**config.mk**
```make
export PLATFORM = sky130hd
export DESIGN_NAME = alu_muldiv
export DESIGN_NICKNAME = d
export VERILOG_FILES = /design/src/rtl/alu_muldiv.sv
export SDC_FILE = /design/constraint.sdc
export NUM_CORES = 1
export LEC_CHECK = 0
export BUFFER_PORTS_ARGS = -buffer_cell sky130_fd_sc_hd__buf_4
export CELL_PAD_IN_SITES_DETAIL_PLACEMENT = 0
export CELL_PAD_IN_SITES_GLOBAL_PLACEMENT = 2
export CORE_UTILIZATION = 37
export CTS_CLUSTER_SIZE = 40
export DETAILED_ROUTE_END_ITERATION = 8
export HOLD_SLACK_MARGIN = 0.1
export PLACE_DENSITY_LB_ADDON = 0.12
export SYNTH_ARGS = -nofsm -noshare
export SYNTH_HDL_FRONTEND = slang
export SYNTH_SLANG_ARGS = --single-unit
```
**constraint.sdc**
```tcl
create_clock -name clk -period 9.1 [get_ports clk]
set_clock_uncertainty 0.1 [all_clocks]
set_input_delay 0.455 -clock clk [delete_from_list [all_inputs] [get_ports clk]]
set_output_delay 0.455 -clock clk [all_outputs]
set_load 0.02 [all_outputs]
```
**src/rtl/alu_muldiv.sv**
```systemverilog
// Iterative unsigned multiply/divide unit with valid/ready request and response handshakes.
// Shift-add multiply and restoring divide, both retiring one operand bit per clock.
module alu_muldiv #(
    parameter int unsigned WIDTH = 64
) (
    input  logic             clk,
    input  logic             rst,
    input  logic             req_valid,
    output logic             req_ready,
    input  logic [3:0]       ALUctl,
    input  logic [WIDTH-1:0] A,
    input  logic [WIDTH-1:0] B,
    output logic             resp_valid,
    input  logic             resp_ready,
    output logic [WIDTH-1:0] ALUOut,
    output logic             Zero,
    output logic             div0,
    output logic             err
);

    localparam logic [1:0] IDLE = 2'd0;
    localparam logic [1:0] MUL  = 2'd1;
    localparam logic [1:0] DIV  = 2'd2;
    localparam logic [1:0] DONE = 2'd3;

    localparam logic [3:0] OP_MULT = 4'b1110;
    localparam logic [3:0] OP_DIV  = 4'b1111;

    localparam int unsigned   CW   = $clog2(WIDTH) + 1;
    localparam logic [CW-1:0] LAST = CW'(WIDTH - 1);

    logic [1:0]       state_q, state_d;
    logic [CW-1:0]    cnt_q, cnt_d;
    logic [WIDTH-1:0] a_q, a_d;
    logic [WIDTH-1:0] b_q, b_d;
    logic [WIDTH-1:0] acc_q, acc_d;
    logic [WIDTH-1:0] out_q, out_d;
    logic             zero_q, zero_d;
    logic             div0_q, div0_d;
    logic             err_q, err_d;

    logic [WIDTH:0]   rem_shift;
    logic [WIDTH:0]   rem_sub;
    logic             q_bit;
    logic [WIDTH-1:0] mul_sum;

    // a_q doubles as the dividend shifter and the quotient accumulator during DIV.
    always_comb begin
        rem_shift = {acc_q, a_q[WIDTH-1]};
        rem_sub   = rem_shift - {1'b0, b_q};
        q_bit     = ~rem_sub[WIDTH];
        mul_sum   = acc_q + (b_q[0] ? a_q : '0);
    end

    always_comb begin
        state_d = state_q;
        cnt_d   = cnt_q;
        a_d     = a_q;
        b_d     = b_q;
        acc_d   = acc_q;
        out_d   = out_q;
        zero_d  = zero_q;
        div0_d  = div0_q;
        err_d   = err_q;
        case (state_q)
            IDLE: begin
                if (req_valid) begin
                    a_d    = A;
                    b_d    = B;
                    acc_d  = '0;
                    cnt_d  = '0;
                    div0_d = 1'b0;
                    err_d  = 1'b0;
                    if (ALUctl == OP_MULT) begin
                        state_d = MUL;
                    end else if (ALUctl == OP_DIV && B != '0) begin
                        state_d = DIV;
                    end else if (ALUctl == OP_DIV) begin
                        state_d = DONE;
                        out_d   = '1;
                        zero_d  = 1'b0;
                        div0_d  = 1'b1;
                    end else begin
                        state_d = DONE;
                        out_d   = '0;
                        zero_d  = 1'b1;
                        err_d   = 1'b1;
                    end
                end
            end
            MUL: begin
                acc_d = mul_sum;
                a_d   = a_q << 1;
                b_d   = b_q >> 1;
                cnt_d = cnt_q + CW'(1);
                if (cnt_q == LAST) begin
                    state_d = DONE;
                    out_d   = mul_sum;
                    zero_d  = (mul_sum == '0);
                end
            end
            DIV: begin
                acc_d = q_bit ? rem_sub[WIDTH-1:0] : rem_shift[WIDTH-1:0];
                a_d   = {a_q[WIDTH-2:0], q_bit};
                cnt_d = cnt_q + CW'(1);
                if (cnt_q == LAST) begin
                    state_d = DONE;
                    out_d   = a_d;
                    zero_d  = (a_d == '0);
                end
            end
            DONE: begin
                if (resp_ready) begin
                    state_d = IDLE;
                end
            end
            default: state_d = IDLE;
        endcase
    end

    always_ff @(posedge clk or posedge rst) begin
        if (rst) begin
            state_q <= IDLE;
            cnt_q   <= '0;
            a_q     <= '0;
            b_q     <= '0;
            acc_q   <= '0;
            out_q   <= '0;
            zero_q  <= 1'b0;
            div0_q  <= 1'b0;
            err_q   <= 1'b0;
        end else begin
            state_q <= state_d;
            cnt_q   <= cnt_d;
            a_q     <= a_d;
            b_q     <= b_d;
            acc_q   <= acc_d;
            out_q   <= out_d;
            zero_q  <= zero_d;
            div0_q  <= div0_d;
            err_q   <= err_d;
        end
    end

    assign req_ready  = (state_q == IDLE) && !rst;
    assign resp_valid = (state_q == DONE);
    assign ALUOut     = out_q;
    assign Zero       = zero_q;
    assign div0       = div0_q;
    assign err        = err_q;

endmodule

```
---- Word level (Yosys, flattened, before mapping) ----
Cells that the tools add are included.
operators by class
  add/subtract/negate cells ............... 3
  eq/ne operators ......................... 13
  multiplexer cells ....................... 35
  bitwise operators ....................... 1
  reductions and logical operators ........ 17
operators by type and width
  cell                 number
  $mux 64              11
  $pmux 64 s3          3
  $logic_not 64->1     2
  $pmux 64 s2          1
  $sub 65x64->65       1
  $add 64x64->64       1
  $reduce_bool 64->1   1
  $pmux 7 s2           1
  $mux 1               12
  $ne 2x2->1 const B   5
  $eq 4x4->1 const B   2
  $mux 2               4
  $reduce_and 2->1     4
  $add 7x1->7 const B  1
  $eq 7x6->1 const B   1
  $mux 7               1
  $pmux 2 s3           1
  $reduce_and 6->1     1
  $eq 2x2->1 const B   2
  $ne 2x1->1 const B   2
  $reduce_bool 2->1    2
  $pmux 1 s3           1
  $reduce_and 3->1     1
  $reduce_bool 3->1    1
  other kinds (6)      7
word-level totals
  register bits ........................... 268
  input bits .............................. 136
  logic and storage cells ................. 78

---- Logic depth before layout (Yosys ltp) ----
  depth after elaboration ................. 6
  gate-level depth with buffers ........... 17
  mapped depth without buffers ............ 16

---- Least setup slack after synthesis ----
OpenSTA, ideal clock, no wires.
  path type ............................... flip-flop to flip-flop
  start point ............................. register b_q[0]
  end point ............................... register zero_q, in the netlist Zero
  setup time .............................. 0.095 ns
  arrival time ............................ 4.406 ns
  data required time ...................... 8.905 ns
  path slack .............................. 4.499 ns
  stages on the path, launching flop included .. 18
  cells stage by stage .................... dfrtp_1 clkbuf_1 clkbuf_1 and2_1 ha_1 fa_1 a21oi_1 nor2_1 o31ai_1 a21oi_2 o21ai_2 o21ai_1 a41oi_2 xnor2_1 or4_1 or4_1 or4_1 o31ai_1
on the way
  cells in the longest elaborated chain, start to end .. 5
  elaborated cells on any way between the ends .. 9
RTL lines
  what                                         line     source
  from (decl)                                  35       logic [WIDTH-1:0] b_q, b_d;
  from (signal assigned)                       126      b_q <= '0;
  from (signal assigned)                       136      b_q <= b_d;
  $mux 64 or $sub 65x64->65 (tied branches)    52, 50
  $add 64x64->64 or $not 1->1 (tied branches)  52, 51
  $logic_not 64->1, on equally long branches   99, 109
  $mux 1, on equally long branches             96, 106
  $pmux 1 s3 (*)                               65       case (state_q)
  to (signal assigned)                         139      zero_q <= zero_d;
  to (decl)                                    38       logic zero_q, zero_d;
Every way passes the cells marked *; elsewhere a longest branch is shown, timed or not. The select of a mux whose other input is x is not followed.
A chain may end at the register's enable or synchronous reset.

---- Final worst setup path ----
  start point ............................. register b_q[0]
  end point ............................... register acc_q[63]
on the way
  cells in the longest elaborated chain, start to end .. 3
  elaborated cells on any way between the ends .. 5
RTL lines
  what                                       line     source
  $sub 65x64->65 or $mux 64 (tied branches)  50, 52
  $mux 64 or $add 64x64->64 (tied branches)  103, 52
  $pmux 64 s3 (*)                            65
  to (signal assigned)                       127      acc_q <= '0;
  to (signal assigned)                       137      acc_q <= acc_d;
  to (decl)                                  36       logic [WIDTH-1:0] acc_q, acc_d;
Every way passes the cells marked *; elsewhere a longest branch is shown, timed or not.

==> impl_metrics.ini <==
[sta]
hold_ws_ns = 0.112
slew-limit-headroom = 0.203
setup_tns_ns = 0
fmax_mhz = 173
finalCriticalPeriod_ns = 5.77
fin_ws_ns = 3.33
tightest_slew_ns = 1.19
hold_viol_final = 0
finalSetupViolCount = 0
rsz0062_at_grt = false
slew_viol_final = 0
timing.final.crit_share = 0.634

[routing]
vias = 21100
first_pass_iters = 7
drc = 0
wl_mm = 86.1
drt_iter0_markers = 1585
drt-vias-per-instance = 5.80
drtAntennaViolNets = 0
wl_per_cell_um = 23.7

[setup_path]
crit_required_ns = 9.43
path_class = reg2reg
cpLargestDelayFamily = compound AO/OA/AOI/OAI gates
end_kind = flip-flop
cp_common_cell = a21o_1
cp-start-kind = flip-flop
path_buf_inv = 4
path_cells = buf_4 -> ha_1 -> inv_1 -> fa_1 -> a21o_1 -> a221oi_1 -> nor4_1 -> o211ai_1 -> a211o_1 -> a21oi_1 -> a21o_1 -> a311oi_4 -> buf_4 -> inv_1 -> a21o_1 -> a221oi_1 -> nor3_1
r2r_cells = 17
cp_num_cells = 17
worst-path-max-fanout = 71
slowest_stage = buf_4
worstPathArrival_ns = 6.10
slowest_delay_ns = 0.72

[synth]
yosysTopAreaCell = dfrtp_1
async_flop_share = 1.00
synthTopCellsByArea = dfrtp_1 31%, ha_1 7.8%, nand2_1 5.5%
syn_avg_cell_area_um2 = 8.10
yosysSeqAreaShare = 0.311
synth-main-ff-cell = dfrtp_1
syn_area_um2 = 21600
yosysWarnings = 0
synth_edf_count = 0
syn_nets = 2937
synth_top_cell_area_share = 0.311
ys_types = 93
ys_seq_elements = 268
synth_cells = 2664

[grt]
antenna_found_initial = 2
grt_max_degree = 91
grtUsageTotal = 0.286
first_global_vias = 21100
grt_pass1_wl_mm = 129
grt_overflow_total = 0

[clocking]
cts_tree = built
cts_buffer_depth = 3
post_cts_buffers = 0
cts_made_buffers = 35
clk_latency_ns = 0.56
cts_root_buf = clkbuf_16
cts_max_level = 2
cts_sinks = 268
clk_pin_slew_worst_paths_ns = 0.06
cts_repair_resize_count = 0

[job]
drv_cap = 0

[floorplanning]
die_w_um = 243
initial_core_util = 0.374
die-area_um2 = 59300
fp-row-count = 88
core_area_um2 = 57700
ios = 205
die_y_um = 243

[power_and_ir_drop]
power.internal_w = 0.00537
peakVddDrop_uv = 225
leakage_nw = 11.4
power-per-cell-area_nw_per_um2 = 452
switching_power_w = 0.00620
p_clk_frac = 0.122
p_comb_frac = 0.667
switching_share = 0.536
p_total_w = 0.0116
seqPwrFrac = 0.211

[worst_hold_path]
hold_depth = 3
holdCritPathClass = in2reg

[placed_design]
finalWeightedCongestion = 0.928
dpl_worst_slack_ns = 3.38
port_buffers = 204
dp.cells = 3489
hpwl_mm = 65.2

[status]
status = finished, final reports clean

[final_layout]
fin_cells = 3637
layout_commonest_cell = nand2_1
n_antenna_cell = 0
fillers = 5837
drive_gt1_frac = 0.127
final_cell_mix = 318 x nand2_1, 268 x dfrtp_1, 268 x nor2_1
nNetsFinal = 3121
area_delta_synth_final_pct = 18.8
-- Yosys cell counts (16+ instances only) --
cell type / number
nor4_1: 39
o21a_1: 16
nand4_1: 36
and2_1: 75
nor3_1: 29
xor2_1: 38
a31oi_1: 27
dfrtp_1: 268
nand3_1: 39
o21ai_0: 225
o21bai_1: 31
a221oi_1: 111
xnor2_1: 82
a22oi_1: 27
mux2_2: 36
a21o_1: 72
clkbuf_1: 141
inv_1: 109
mux2i_1: 76
nand2_1: 318
ha_1: 135
nor2_1: 271
a21oi_1: 196
-- layout make-up --
| type | count | area [µm²] | share of cell area |
|---|---|---|---|
| Multi-Input combinational cell | 2118 | 13800 | 0.540 |
| Tap cell | 765 | 957 | 0.0373 |
| Inverter | 110 | 420 | 0.0164 |
| Timing Repair Buffer | 315 | 2580 | 0.101 |
| Clock inverter | 6 | 82.6 | 0.00322 |
| Clock buffer | 55 | 1050 | 0.0411 |
| Sequential cell | 268 | 6710 | 0.262 |
-- layer usage --
metal	vias to the layer above	track usage	share of wire
met1	10300	0.348	0.41
met2	503	0.513	0.51
met5	-	0	0.00013
li1	10100	-	-
met4	2	0.106	0.037
met3	154	0.0337	0.042
-- power groups by stage --
stage | Combinational (W) | Sequential, W | Clock, W
after floorplan | 0.00541 | 0.00223 | 0
after global placement | 0.00758 | 0.00245 | 0
final | 0.00772 | 0.00244 | 0.00141
after detailed placement | 0.00765 | 0.00246 | 0
after global routing | 0.00846 | 0.00250 | 0.00149
after CTS | 0.00770 | 0.00244 | 0.00145
-- path summary, 6_finish.rpt --
path	startpoint	end	slack, ns
min in group asynchronous	rst	b_q[39]	0.44
hold reg to reg	ALUOut[10]	ALUOut[10]	0.38
setup reg to reg	b_q[0]	acc_q[63]	3.33
max in group asynchronous	rst	a_q[13]	6.28
setup / recovery	b_q[0]	acc_q[63]	3.33
hold / removal	B[57]	b_q[57]	0.11
-- cell families (layout without fill, tap and decap cells) --
logic type / Yosys count / count (layout) / synth area share
xor+xnor: 122 / 122 / 0.0502
buf+inv: 278 / 486 / 0.0519
flops: 268 / 268 / 0.311
compound gates: 859 / 859 / 0.264
simple gates: 888 / 888 / 0.189
fa+ha+maj: 137 / 137 / 0.0801
mux: 112 / 112 / 0.0540
-- flip-flops by register name (all words and copies together) (netlist names) --
register	cells
a_q	64
Zero	1
cnt_q	7
div0	1
err	1
state_q	2
ALUOut	64
acc_q	64
b_q	64
-- what timing repair did --
action                     CTS  global route
hold buffers                87             0
setup endpoints to repair    0             0
hold endpoints to repair   161             0
-- worst min-delay path, cell delays in order --
cell	delay [ns]
buf_4	0.08
mux2i_1	0.05
o21ai_0	0.14
-- metrics by stage --
| stage | utilization | area [µm²] |
|---|---|---|
| 3_5_place_dp | 0.410 | 23600 |
| 4_1_cts | 0.444 | 25600 |
| 6_report | 0.444 | 25600 |
| 3_3_place_gp | 0.410 | 23600 |
| 5_1_grt | 0.444 | 25600 |
| 2_1_floorplan | - | 21600 |
Note: power is estimated with default switching activity, not from simulation.
